===== src/rtl/adder_arbiter.sv =====
// Round-robin arbiter that shares one external carry-free 32-bit adder between two requesters.
// The winner's operands are latched, presented to the adder for one cycle, and the registered sum is returned with its requester ID.
module adder_arbiter #(
    parameter int WIDTH = 32
) (
    input  logic             clk,
    input  logic             reset,
    input  logic             req0_valid,
    input  logic [WIDTH-1:0] req0_a,
    input  logic [WIDTH-1:0] req0_b,
    output logic             req0_ready,
    input  logic             req1_valid,
    input  logic [WIDTH-1:0] req1_a,
    input  logic [WIDTH-1:0] req1_b,
    output logic             req1_ready,
    output logic [WIDTH-1:0] add_a,
    output logic [WIDTH-1:0] add_b,
    input  logic [WIDTH-1:0] add_sum,
    output logic             rsp_valid,
    output logic             rsp_id,
    output logic [WIDTH-1:0] rsp_sum,
    input  logic             rsp_ready,
    output logic             busy
);

    typedef enum logic [1:0] {
        IDLE  = 2'd0,
        ISSUE = 2'd1,
        RESP  = 2'd2
    } state_t;

    state_t           state_reg, state_next;
    logic             prio_reg, prio_next;
    logic [WIDTH-1:0] op_a_reg, op_a_next;
    logic [WIDTH-1:0] op_b_reg, op_b_next;
    logic             op_id_reg, op_id_next;
    logic             rsp_valid_reg, rsp_valid_next;
    logic             rsp_id_reg, rsp_id_next;
    logic [WIDTH-1:0] rsp_sum_reg, rsp_sum_next;

    logic       idle;
    logic [1:0] req_valid;
    logic [1:0] grant;
    logic [1:0] req_ready;

    assign idle      = (state_reg == IDLE);
    assign req_valid = {req1_valid, req0_valid};

    // A requester wins when it is alone, or when both ask and the pointer favours it.
    genvar gi;
    generate
        for (gi = 0; gi < 2; gi++) begin : g_req
            assign grant[gi]     = req_valid[gi] & (~req_valid[1-gi] | (prio_reg == 1'(gi)));
            assign req_ready[gi] = idle & grant[gi] & ~reset;
        end
    endgenerate

    assign req0_ready = req_ready[0];
    assign req1_ready = req_ready[1];

    assign add_a     = op_a_reg;
    assign add_b     = op_b_reg;
    assign rsp_valid = rsp_valid_reg;
    assign rsp_id    = rsp_id_reg;
    assign rsp_sum   = rsp_sum_reg;
    assign busy      = ~idle;

    always_comb begin
        state_next     = state_reg;
        prio_next      = prio_reg;
        op_a_next      = op_a_reg;
        op_b_next      = op_b_reg;
        op_id_next     = op_id_reg;
        rsp_valid_next = rsp_valid_reg;
        rsp_id_next    = rsp_id_reg;
        rsp_sum_next   = rsp_sum_reg;
        case (state_reg)
            IDLE: begin
                if (|grant) begin
                    op_a_next  = grant[1] ? req1_a : req0_a;
                    op_b_next  = grant[1] ? req1_b : req0_b;
                    op_id_next = grant[1];
                    prio_next  = ~grant[1];
                    state_next = ISSUE;
                end
            end
            ISSUE: begin
                rsp_sum_next   = add_sum;
                rsp_id_next    = op_id_reg;
                rsp_valid_next = 1'b1;
                state_next     = RESP;
            end
            RESP: begin
                // The return to IDLE costs a cycle, so no accept overlaps the response handshake.
                if (rsp_ready) begin
                    rsp_valid_next = 1'b0;
                    state_next     = IDLE;
                end
            end
            default: begin
                state_next = IDLE;
            end
        endcase
    end

    always_ff @(posedge clk) begin
        if (reset) begin
            state_reg     <= IDLE;
            prio_reg      <= 1'b0;
            op_a_reg      <= '0;
            op_b_reg      <= '0;
            op_id_reg     <= 1'b0;
            rsp_valid_reg <= 1'b0;
            rsp_id_reg    <= 1'b0;
            rsp_sum_reg   <= '0;
        end else begin
            state_reg     <= state_next;
            prio_reg      <= prio_next;
            op_a_reg      <= op_a_next;
            op_b_reg      <= op_b_next;
            op_id_reg     <= op_id_next;
            rsp_valid_reg <= rsp_valid_next;
            rsp_id_reg    <= rsp_id_next;
            rsp_sum_reg   <= rsp_sum_next;
        end
    end

endmodule


===== config.mk =====
export PLATFORM = sky130hd
export DESIGN_NAME = adder_arbiter
export DESIGN_NICKNAME = d
export VERILOG_FILES = /design/src/rtl/adder_arbiter.sv
export SDC_FILE = /design/constraint.sdc
export NUM_CORES = 1
export LEC_CHECK = 0
export CORE_AREA = 2 2 105 107
export DETAILED_ROUTE_END_ITERATION = 7
export DIE_AREA = 0 0 107 109
export DONT_BUFFER_PORTS = 1
export PLACE_DENSITY = 0.66
export RECOVER_POWER = 100
export SYNTH_ARGS = -nofsm -noshare
export SYNTH_HDL_FRONTEND = slang
export SYNTH_SLANG_ARGS = --single-unit

===== constraint.sdc =====
create_clock -name clk -period 3.44 [get_ports clk]
set_clock_uncertainty 0.15 [all_clocks]
set_input_delay 0.516 -clock clk [delete_from_list [all_inputs] [get_ports clk]]
set_output_delay 0.516 -clock clk [all_outputs]
set_load 0.005 [all_outputs]

======== Word-level counts from Yosys, hierarchy flattened ========
Index checks and enable logic that the tools add are counted.
storage, ports and cells
  bits in registers ....................... 102
  output and inout bits ................... 101
  word-level logic and storage cells ...... 39
cells by class
  equal/unequal tests ..................... 4
  muxes and demuxes ....................... 7
  bitwise gates (word level) .............. 14
  reduce and logical (&&, ||, !) cells .... 6
operators with widths
  cell                                                  count
  2-to-1 mux 32 bit                                     2
  bitwise AND 1 bit                                     6
  NOT 1 bit                                             6
  case mux 2 bit (3 select lines)                       1
  AND reduction 2 bit                                   3
  2-to-1 mux 2 bit                                      2
  equality test 2 x 1 -> 1 bit (second input constant)  1
  equality test 2 bit (second input constant)           1
  logical NOT 2 bit                                     1
  != test 2 x 1 -> 1 bit (second input constant)        1
  != test 2 bit (second input constant)                 1
  bitwise OR 1 bit                                      2
  case mux 1 bit (2 select lines)                       1
  nonzero test 2 bit                                    1
  OR reduction 2 bit                                    1
  2-to-1 mux 1 bit                                      1

======== Longest topological paths before layout ========
Gate-level depths: netlist of run 1.
  depth in word-level cells ............... 6
  gate-level depth with buffers ........... 6
  depth with buffers taken out ............ 4

======== Worst setup path after synthesis of run 1 ========
OpenSTA, ideal clock, no wires.
  path kind ............................... input to output
  start ................................... input port req1_valid
  end ..................................... output port req1_ready
  arrival ................................. 1.303 ns
  data required time ...................... 2.774 ns
  path slack .............................. 1.471 ns
  cell stages on the path ................. 5
  path buffers ............................ 3
  path through ............................ buf_2 -> inv_1 -> buf_4 -> buf_2 -> nor4_1
between the ends
  word-level cells in the longest chain between the ends .. 3
RTL lines
  element                         line  RTL
  start: declaration              12    input logic req1_valid,
  bitwise AND 1 bit               53    assign grant[gi] = req_valid[gi] & (~req_valid[1-gi] | (prio_reg == 1'(gi)));
  bitwise AND 1 bit (2 in a row)  54    assign req_ready[gi] = idle & grant[gi] & ~reset;
  end: declaration                15    output logic req1_ready,
No other way between the ends.

======== Worst setup path after layout of run 1 ========
  start ................................... register prio_reg
  end ..................................... output port req1_ready
between the ends
  word-level cells in the longest chain between the ends .. 4
RTL lines
  element                         line  RTL
  start: declaration              33    logic prio_reg, prio_next;
  start signal: assignment        118   prio_reg <= prio_next;
  bitwise OR 1 bit                53
  bitwise AND 1 bit               53
  bitwise AND 1 bit (2 in a row)  54
No other way between the ends.

==> run metrics, run 1 <==
Synth top area share 0.451; Die Footprint 11700 um2; PostCTS Resize Cnt 0; most common flop cell mapped by yosys dfxtp_1; vias 4053; worst slew slack as a fraction of its limit 0.0592; post-synth design cell area 4530 um2; antenna violations before repair 0; latest clock arrival within the worst-skew pair 0.36 ns; sequential cell area in the final layout 2040 um2; leakage power total 0.00146 uW; number of primary I/O pins 266; total power 2500 uW; net count after synthesis 715; first-pass GRT wire length 19300 um; endpoint of the most critical setup path req1_ready; setup bufs post-CTS 0; Critical Path Start Type flip-flop; Final Hold Violating Endpoints 0; count of antenna diodes in the layout 0; number of register bits inferred by synthesis 102; die span in x 107 um; quantity of I/O buffers inserted on ports 0; Inserted Clock Buffers 9; R2R setup slack 0.92 ns; endpoint of the lowest-slack register-to-register path add_a[21]; CTS tree done; number of flops mapped to enable cells by yosys 0; Reg2Reg Launch Point prio_reg; RePlAce Congestion 0.754; Final nets 666; final worst-path cycle share 0.773; starting DRC count in detailed routing 301; gate count after technology mapping 550; most numerous cell types in the synthesized netlist 102 x dfxtp_1, 100 x a21oi_1, 66 x nand2_1, 65 x nand3_1, 59 x a311oi_1; clock-pin slew on the worst setup and hold paths 0.10 ns; worst vdd rail ir drop 0.238 mV; Setup Viol. Count Final 0; P&R area growth vs syn 0.966%; number of global-route vias before repair 3803; worst r2r path cells 4; 1st-pass router iterations 5; H-tree Lvls 3; Initial Util 0.427; final wirelength 13200 um; outcome finished, final reports clean; share of post-route cells with drive strength above 1 0.0693; unrepaired setup endpoints after global routing false; cell depth of the worst min-delay path 1; area of the core 10600 um2; dominant cells by area after synthesis dfxtp_1 45%, a311oi_1 11%, a21oi_1 11%; number of pins exceeding their max-slew limit in the final report 0; clock root buffer clkbuf_8; number of fill cells 1084; Arr. time, crit path 1.99 ns; overall global routing resource usage 0.208; total power divided by cell area 547 nW/um2; total overflow reported by the global router 0; source of the critical timing path prio_reg; classification of the worst setup path reg2out; total negative slack 0 ns; achievable frequency 376 MHz; total cell area at the placement stage 4420 um2; time the worst path needs with I/O delays and setup 2.66 ns; Multi-input gate area 2110 um2; largest net degree at the start of global routing 105; total non-filler cell area in the finished layout 4580 um2; Synth Warn # 0; Critical Path End Type primary output; transition at the pin with the smallest max-transition slack 1.41 ns; die boundary height 109 um; count of hold buffers inserted by post-cts repair 0; highest fanout seen on the critical path 36; average via count per standard cell 6.28; number of different library cells in the post-synthesis netlist 27; cell with the most instances after synthesis dfxtp_1; start point of the worst min-delay path reset; fraction of synthesis flops using an asynchronous set or reset pin 0; wire length per cell after detailed routing 20.4 um; post-synthesis average cell area 8.24 um2; Crit path required time 2.77 ns; final HPWL from detailed placement 8640 um; dominant cell type by area after synthesis dfxtp_1; share of synthesized area occupied by flip-flops and latches 0.451; max capacitance violation total 0; Longest Clk Path Bufs 2; class of the worst hold path in2reg; antenna-violating nets left 0; standard-cell row count 38; number of clock sinks 102; DRC Markers 0
==> how the worst min path moves through the flow <==
| stage | to | slack [ns] |
|---|---|---|
| 6_report | rsp_sum[23] | 0.06 |
| 5_1_grt | rsp_sum[23] | 0.03 |
| 2_1_floorplan | rsp_id | 0.28 |
| 3_3_place_gp | rsp_id | 0.30 |
| 4_1_cts | rsp_sum[23] | 0.04 |
| 3_5_place_dp | rsp_id | 0.31 |
==> report_power, final <==
part	internal (uW)	leakage, uW	switching [uW]
registers	1310	0.000843	105
logic	154	0.000530	265
clock network	260	0.0000894	414
total	1720	0.00146	784
==> routing by layer <==
| metal | GRT usage | part of all wire |
|---|---|---|
| met5 | 0 | 0 |
| met4 | 0.0668 | 0.011 |
| met3 | 0.0705 | 0.095 |
| met2 | 0.370 | 0.51 |
| met1 | 0.234 | 0.38 |
==> through the flow <==
stage          instances  hold WS, ns  utilization  setup WS, ns
2_1_floorplan        550        0.278            -          1.47
3_3_place_gp         629        0.301        0.417          1.28
3_5_place_dp         629        0.308        0.417          1.21
4_1_cts              644       0.0389        0.432          1.01
5_1_grt              645       0.0268        0.432         0.609
6_report             645       0.0583        0.432         0.782
==> critical path: stages (launching register included) <==
cell,delay [ns]
dfxtp_1,0.40
and2b_1,0.63
nor4_1,0.60
==> cells in the final DEF (no fill, tap or decap), drive strengths merged, types with 2 or more instances in the layout <==
cell type    n
dfxtp      102
o21ai       66
clkinv       4
clkbuf      11
nand2       66
inv          5
a311oi      65
nand2b       2
buf          7
a21oi      100
nor2         4
nand3       65
==> layout make-up <==
cell class,count,share of cell area
multi-input cells,376,0.462
flip-flops and latches,102,0.446
well taps,140,0.0383
clock buffers,9,0.0271
repair buffers,9,0.0161
clock inverters,6,0.00820
inverters,3,0.00246
==> cells by family (layout without fill, tap and decap cells) <==
group	count (synthesis)	in the layout	share of synthesized area
simple gates	144	144	0.146
buf+inv	72	27	0.0839
compound gates	232	232	0.319
flops	102	102	0.451
No activity file was read; power rests on OpenSTA's default activity.
==> run 2: changes to the inputs <==
Settings changed: ABC_AREA from default to 1, CORE_AREA 2 2 105 107 to 2 2 103 105, DIE_AREA 0 0 107 109 to 0 0 105 107, PLACE_DENSITY 0.66 to 0.72.
Clock period 3.44 ns to 2.75 ns, I/O delays scaled along.
==> run metrics, run 2 <==
outcome finished, final reports clean (unchanged); achievable frequency 465 MHz; Synth Warn # 0 (unchanged); wire length per cell after detailed routing 14.6 um (was 20.4 um); net count after synthesis 964 (was 715); antenna-violating nets left 0 (unchanged); Crit path required time 2.86 ns (was 2.77 ns); P&R area growth vs syn 3.47% (was 0.966%); fin util 0.506 (was 0.432); most numerous cell types in the synthesized netlist 198 x nand2_1, 198 x nor2_1, 132 x nand3_1, 102 x dfxtp_1, 69 x inv_1 (was 102 x dfxtp_1, 100 x a21oi_1, 66 x nand2_1, 65 x nand3_1, 59 x a311oi_1); final wirelength 13100 um (was 13200 um); highest fanout seen on the critical path 82 (was 36); RePlAce Congestion 0.781 (was 0.754); number of global-route vias before repair 4285 (was 3803); Setup Slack @ Placement 0.811 ns (was 1.21 ns); adder-cell area share of the yosys netlist 0 (unchanged); worst vdd rail ir drop 0.328 mV (was 0.238 mV); number of clock sinks 102 (unchanged); dominant cells by area after synthesis dfxtp_1 41%, nand2_1 15%, nor2_1 15% (was dfxtp_1 45%, a311oi_1 11%, a21oi_1 11%); overall global routing resource usage 0.227 (was 0.208); most common library cell in the layout ignoring fill and taps nor2_1 (was dfxtp_1); Final nets 927 (was 666); number of flops mapped to enable cells by yosys 0 (unchanged); Arr. time, crit path 2.26 ns (was 1.99 ns); dominant cell type by area after synthesis dfxtp_1 (unchanged); die boundary height 107 um (was 109 um); quantity of I/O buffers inserted on ports 0 (unchanged); 1st-pass router iterations 4 (was 5); fraction of synthesis flops using an asynchronous set or reset pin 0 (unchanged); Initial Util 0.489 (was 0.427); post-synthesis average cell area 6.18 um2 (was 8.24 um2); area of the core 10100 um2 (was 10600 um2); total overflow reported by the global router 0 (unchanged); Critical Path End Type flip-flop (was primary output); Synth top area share 0.413 (was 0.451); final worst-path cycle share 0.782; clock root buffer clkbuf_8 (unchanged); Die Footprint 11200 um2 (was 11700 um2); count of antenna diodes in the layout 0 (unchanged); Setup Viol. Count Final 0 (unchanged); average via count per standard cell 5.13 (was 6.28); H-tree Lvls 3 (unchanged); number of pins exceeding their max-slew limit in the final report 0 (unchanged); number of fill cells 1035 (was 1084); unrepaired setup endpoints after global routing false (unchanged); gate count after technology mapping 799 (was 550); final HPWL from detailed placement 9260 um (was 8640 um); vias 4629 (was 4053); count of hold buffers inserted by post-cts repair 1 (was 0); DRC Markers 0 (unchanged); share of post-route cells with drive strength above 1 0.0404 (was 0.0693); leakage power total 0.00261 uW (was 0.00146 uW); CTS tree done (unchanged); count of non-filler cells in the finished layout 903 (was 645); largest family of logic cells by synthesized area simple AND/OR/NAND/NOR gates (was compound AO/OA/AOI/OAI gates); die span in x 105 um (was 107 um); first-pass GRT wire length 20500 um (was 19300 um); Final Hold Violating Endpoints 0 (unchanged); Longest Clk Path Bufs 2 (unchanged); worst slew slack as a fraction of its limit 0.443 (was 0.0592); number of different library cells in the post-synthesis netlist 14 (was 27); total power divided by cell area 666 nW/um2 (was 547 nW/um2); transition at the pin with the smallest max-transition slack 0.835 ns (was 1.41 ns); final worst setup slack 0.601 ns (was 0.782 ns); synthesized-area fraction occupied by and/or/nand/nor cells 0.440 (was 0.146); total power 3400 uW (was 2500 uW); classification of the worst setup path reg2reg (was reg2out); largest net degree at the start of global routing 83 (was 105); clock-pin slew on the worst setup and hold paths 0.11 ns (was 0.10 ns); commonest cells after routing, fill and taps aside 199 x nor2_1, 194 x nand2_1, 132 x nand3_1 (was 102 x dfxtp_1, 100 x a21oi_1, 66 x nand2_1); starting DRC count in detailed routing 359 (was 301); class of the worst hold path in2reg (unchanged); max capacitance violation total 0 (unchanged); post-synth design cell area 4940 um2 (was 4530 um2); time the worst path needs with I/O delays and setup 2.15 ns; standard-cell row count 37 (was 38); total negative slack 0 ns (unchanged); latest clock arrival within the worst-skew pair 0.36 ns (about the same); Inserted Clock Buffers 9 (unchanged); setup bufs post-CTS 0 (unchanged); number of register bits inferred by synthesis 102 (unchanged); share of synthesized area occupied by flip-flops and latches 0.413 (was 0.451); antenna violations before repair 0 (unchanged); number of primary I/O pins 266 (unchanged); PostCTS Resize Cnt 0 (unchanged); number of placed instances, taps included 886 (was 629); share of cell area taken by muxes after synthesis 0 (unchanged); Synth Area in XOR/XNOR 0 (unchanged); Critical Path Start Type flip-flop (unchanged); synthesized-area fraction occupied by ao, oa, aoi and oai cells 0.0375 (was 0.319); most common flop cell mapped by yosys dfxtp_1 (unchanged)
[run 2: cell count changes after synthesis, sizes merged, moves of 2 or more]
cell,before,now
clkinv,0,2
nand2,66,198
nand3,65,132
inv,3,69
a311oi,65,0
clkbuf,22,16
buf,47,42
o21ai,66,33
a21oi,100,4
nor2,4,200
nand2b,2,0
[run 2: cells by family (layout without fill, tap and decap cells)]
logic type,Yosys count,after routing
AO/OA/AOI/OAI,37,37
flip-flops,102,102
buffers and inverters,129,97
AND/OR/NAND/NOR,531,531
[run 2: final timing paths]
path	start	endpoint	slack [ns]	depth (start not counted)
hold / removal	add_sum[30]	rsp_sum[30]	0.02	2
setup reg to reg	prio_reg	add_b[3]	0.60	8
hold reg to reg	op_id_reg	op_id_reg	0.34	2
setup / recovery	prio_reg	add_b[3]	0.60	8
[run 2: through the flow]
step	area [um2]	hold slack, ns
2_1_floorplan	4940	0.291
3_3_place_gp	4940	0.296
3_5_place_dp	4940	0.316
4_1_cts	5130	0.00654
5_1_grt	5110	0.00760
6_report	5110	0.0186
[run 2: power breakdown]
group | total, uW | internal, uW | switching [uW]
sequential | 1820 | 1670 | 155
combinational | 695 | 240 | 454
clock | 883 | 339 | 544
total | 3400 | 2250 | 1150
[run 2: cell type report]
| type | count | area (um2) | share of cell area |
|---|---|---|---|
| clock buffer | 9 | 124 | 0.0242 |
| clock inverter | 7 | 52.6 | 0.0103 |
| inverter | 71 | 267 | 0.0522 |
| multi-input combinational | 568 | 2370 | 0.464 |
| sequential | 102 | 2040 | 0.400 |
| tap | 136 | 170 | 0.0333 |
| timing repair buffer | 10 | 85.1 | 0.0167 |
[run 2: worst max-delay path, stage by stage, from the launching register on]
cell and delay [ns]:
dfxtp_1 0.35, nand2_2 0.06, buf_4 0.28, nand3_1 0.17, nand2_4 0.09, clkbuf_4 0.64, nand2_1 0.12, nand2_1 0.10
nor2_1 0.04
[run 2: metal layers]
layer,wire length (um),global-route usage,part of all wire
met4,179,0.0857,0.014
met1,5090,0.255,0.39
met2,6280,0.383,0.48
met5,0,0,0
met3,1590,0.0973,0.12
==> run 3: changes to the inputs <==
Settings changed: ABC_AREA 1 to 0, CORE_AREA 2 2 103 105 to 2 2 105 107, DIE_AREA 0 0 105 107 to 0 0 107 109, PLACE_DENSITY 0.72 to 0.68.
Clock period 2.75 ns to 1.83 ns, I/O delays scaled along.
==> run metrics, run 3 (same netlist as run 1, synthesis figures left out) <==
clock-pin slew on the worst setup and hold paths 0.11 ns (about the same); transition at the pin with the smallest max-transition slack 0.441 ns (was 0.835 ns); first-pass GRT wire length 18900 um (was 20500 um); achievable frequency 564 MHz; P&R area growth vs syn 7.79% (was 3.47%); class of the worst hold path in2reg (unchanged); Setup Viol. Count Final 0 (unchanged); outcome finished, violations left (was finished, final reports clean); hold slack final -0.180 ns (was 0.0186 ns); total overflow reported by the global router 0 (unchanged); Crit path required time 1.41 ns (was 2.86 ns); share of post-route cells with drive strength above 1 0.0952 (was 0.0404); Initial Util 0.427 (was 0.489); worst slew slack as a fraction of its limit 0.706 (was 0.443); number of pins exceeding their max-slew limit in the final report 0 (unchanged); antenna-violating nets left 0 (unchanged); Die Footprint 11700 um2 (was 11200 um2); count of antenna diodes in the layout 0 (unchanged); Critical Path Start Type flip-flop (unchanged); most common library cell in the layout ignoring fill and taps a21oi_1 (was nor2_1); average via count per standard cell 6.28 (was 5.13); classification of the worst setup path reg2out (was reg2reg); Critical Path End Type primary output (was flip-flop); highest fanout seen on the critical path 6 (was 82); violated checks negative hold slack; number of clock sinks 102 (unchanged); time the worst path needs with I/O delays and setup 1.77 ns; Final Hold Violating Endpoints 88 (was 0); Final nets 685 (was 927); worst vdd rail ir drop 0.515 mV (was 0.328 mV); unrepaired setup endpoints after global routing true (was false); quantity of I/O buffers inserted on ports 0 (unchanged); H-tree Lvls 3 (unchanged); latest clock arrival within the worst-skew pair 0.36 ns (about the same); Inserted Clock Buffers 9 (unchanged); total power divided by cell area 1000 nW/um2 (was 666 nW/um2); overall global routing resource usage 0.205 (was 0.227); vias 4179 (was 4629); wire length per cell after detailed routing 19.9 um (was 14.6 um); commonest cells after routing, fill and taps aside 100 x a21oi_1, 99 x dfxtp_1, 66 x nand2_1 (was 199 x nor2_1, 194 x nand2_1, 132 x nand3_1); 1st-pass router iterations 5 (was 4); final worst setup slack 0.0585 ns (was 0.601 ns); starting DRC count in detailed routing 369 (was 359); die span in x 107 um (was 105 um); largest net degree at the start of global routing 105 (was 83); max capacitance violation total 0 (unchanged); final worst-path cycle share 0.968; standard-cell row count 38 (was 37); fin util 0.461 (was 0.506); number of primary I/O pins 266 (unchanged); Arr. time, crit path 1.35 ns (was 2.26 ns); die boundary height 109 um (was 107 um); Setup Slack @ Placement 0.109 ns (was 0.811 ns); number of global-route vias before repair 3823 (was 4285); DRC Markers 0 (unchanged); CTS tree done (unchanged); RePlAce Congestion 0.792 (was 0.781); final wirelength 13200 um (was 13100 um); final HPWL from detailed placement 8570 um (was 9260 um); Longest Clk Path Bufs 2 (unchanged); area of the core 10600 um2 (was 10100 um2); clock root buffer clkbuf_8 (unchanged); leakage power total 0.00161 uW (was 0.00261 uW); antenna violations before repair 0 (unchanged)
## run 3: per-layer routing
layer | global-route usage | vias to the layer above | wire length (um)
met5 | 0 | - | 0
met4 | 0.0733 | 0 | 191
met3 | 0.0669 | 19 | 1320
met2 | 0.362 | 236 | 6830
met1 | 0.231 | 1950 | 4890
li1 | - | 1974 | -
## run 3: critical path, stage by stage, from the launching register on
cell	delay (ns)
dfxtp_2	0.36
nor2_4	0.14
inv_4	0.08
nor4_4	0.25
buf_4	0.16
## run 3: layout make-up
| cell class | count | area (um2) |
|---|---|---|
| well taps | 140 | 175 |
| inverters | 3 | 13.8 |
| multi-input cells | 376 | 2140 |
| fillers | 1049 | 5720 |
| clock inverters | 7 | 63.8 |
| clock buffers | 9 | 124 |
| repair buffers | 28 | 322 |
| flip-flops and latches | 102 | 2050 |
## run 3: stage by stage
step           setup TNS, ns  total power [uW]  cell area, um2  std cells
2_1_floorplan              0              3380            4530        550
3_3_place_gp               0              3510            4520        634
3_5_place_dp               0              3540            4520        634
4_1_cts                    0              4940            4820        659
5_1_grt               -0.120              5170            4880        665
6_report                   0              4910            4880        665
## run 3: final timing paths
kind	from	to	cells after the start	slack, ns
setup / recovery	state_reg[0]	req1_ready	4	0.06
hold / removal	reset	add_a[12]	1	-0.18
setup reg to reg	state_reg[1]	rsp_sum[19]	5	0.07
hold reg to reg	op_id_reg	rsp_id	2	0.32
## run 3: timing repair
item	4_1_cts	5_1_grt
pin swaps	1	0
hold buffers	8	6
cloned	0	0
resized for setup	8	5
buffers inserted	1	0
setup endpoints to repair	2	8
hold endpoints to repair	102	94
## run 3: power by group
group	switching, uW	internal [uW]	leakage (uW)
registers	196	2460	0.000844
clock network	848	526	0.0000903
logic	517	362	0.000677
total	1560	3350	0.00161
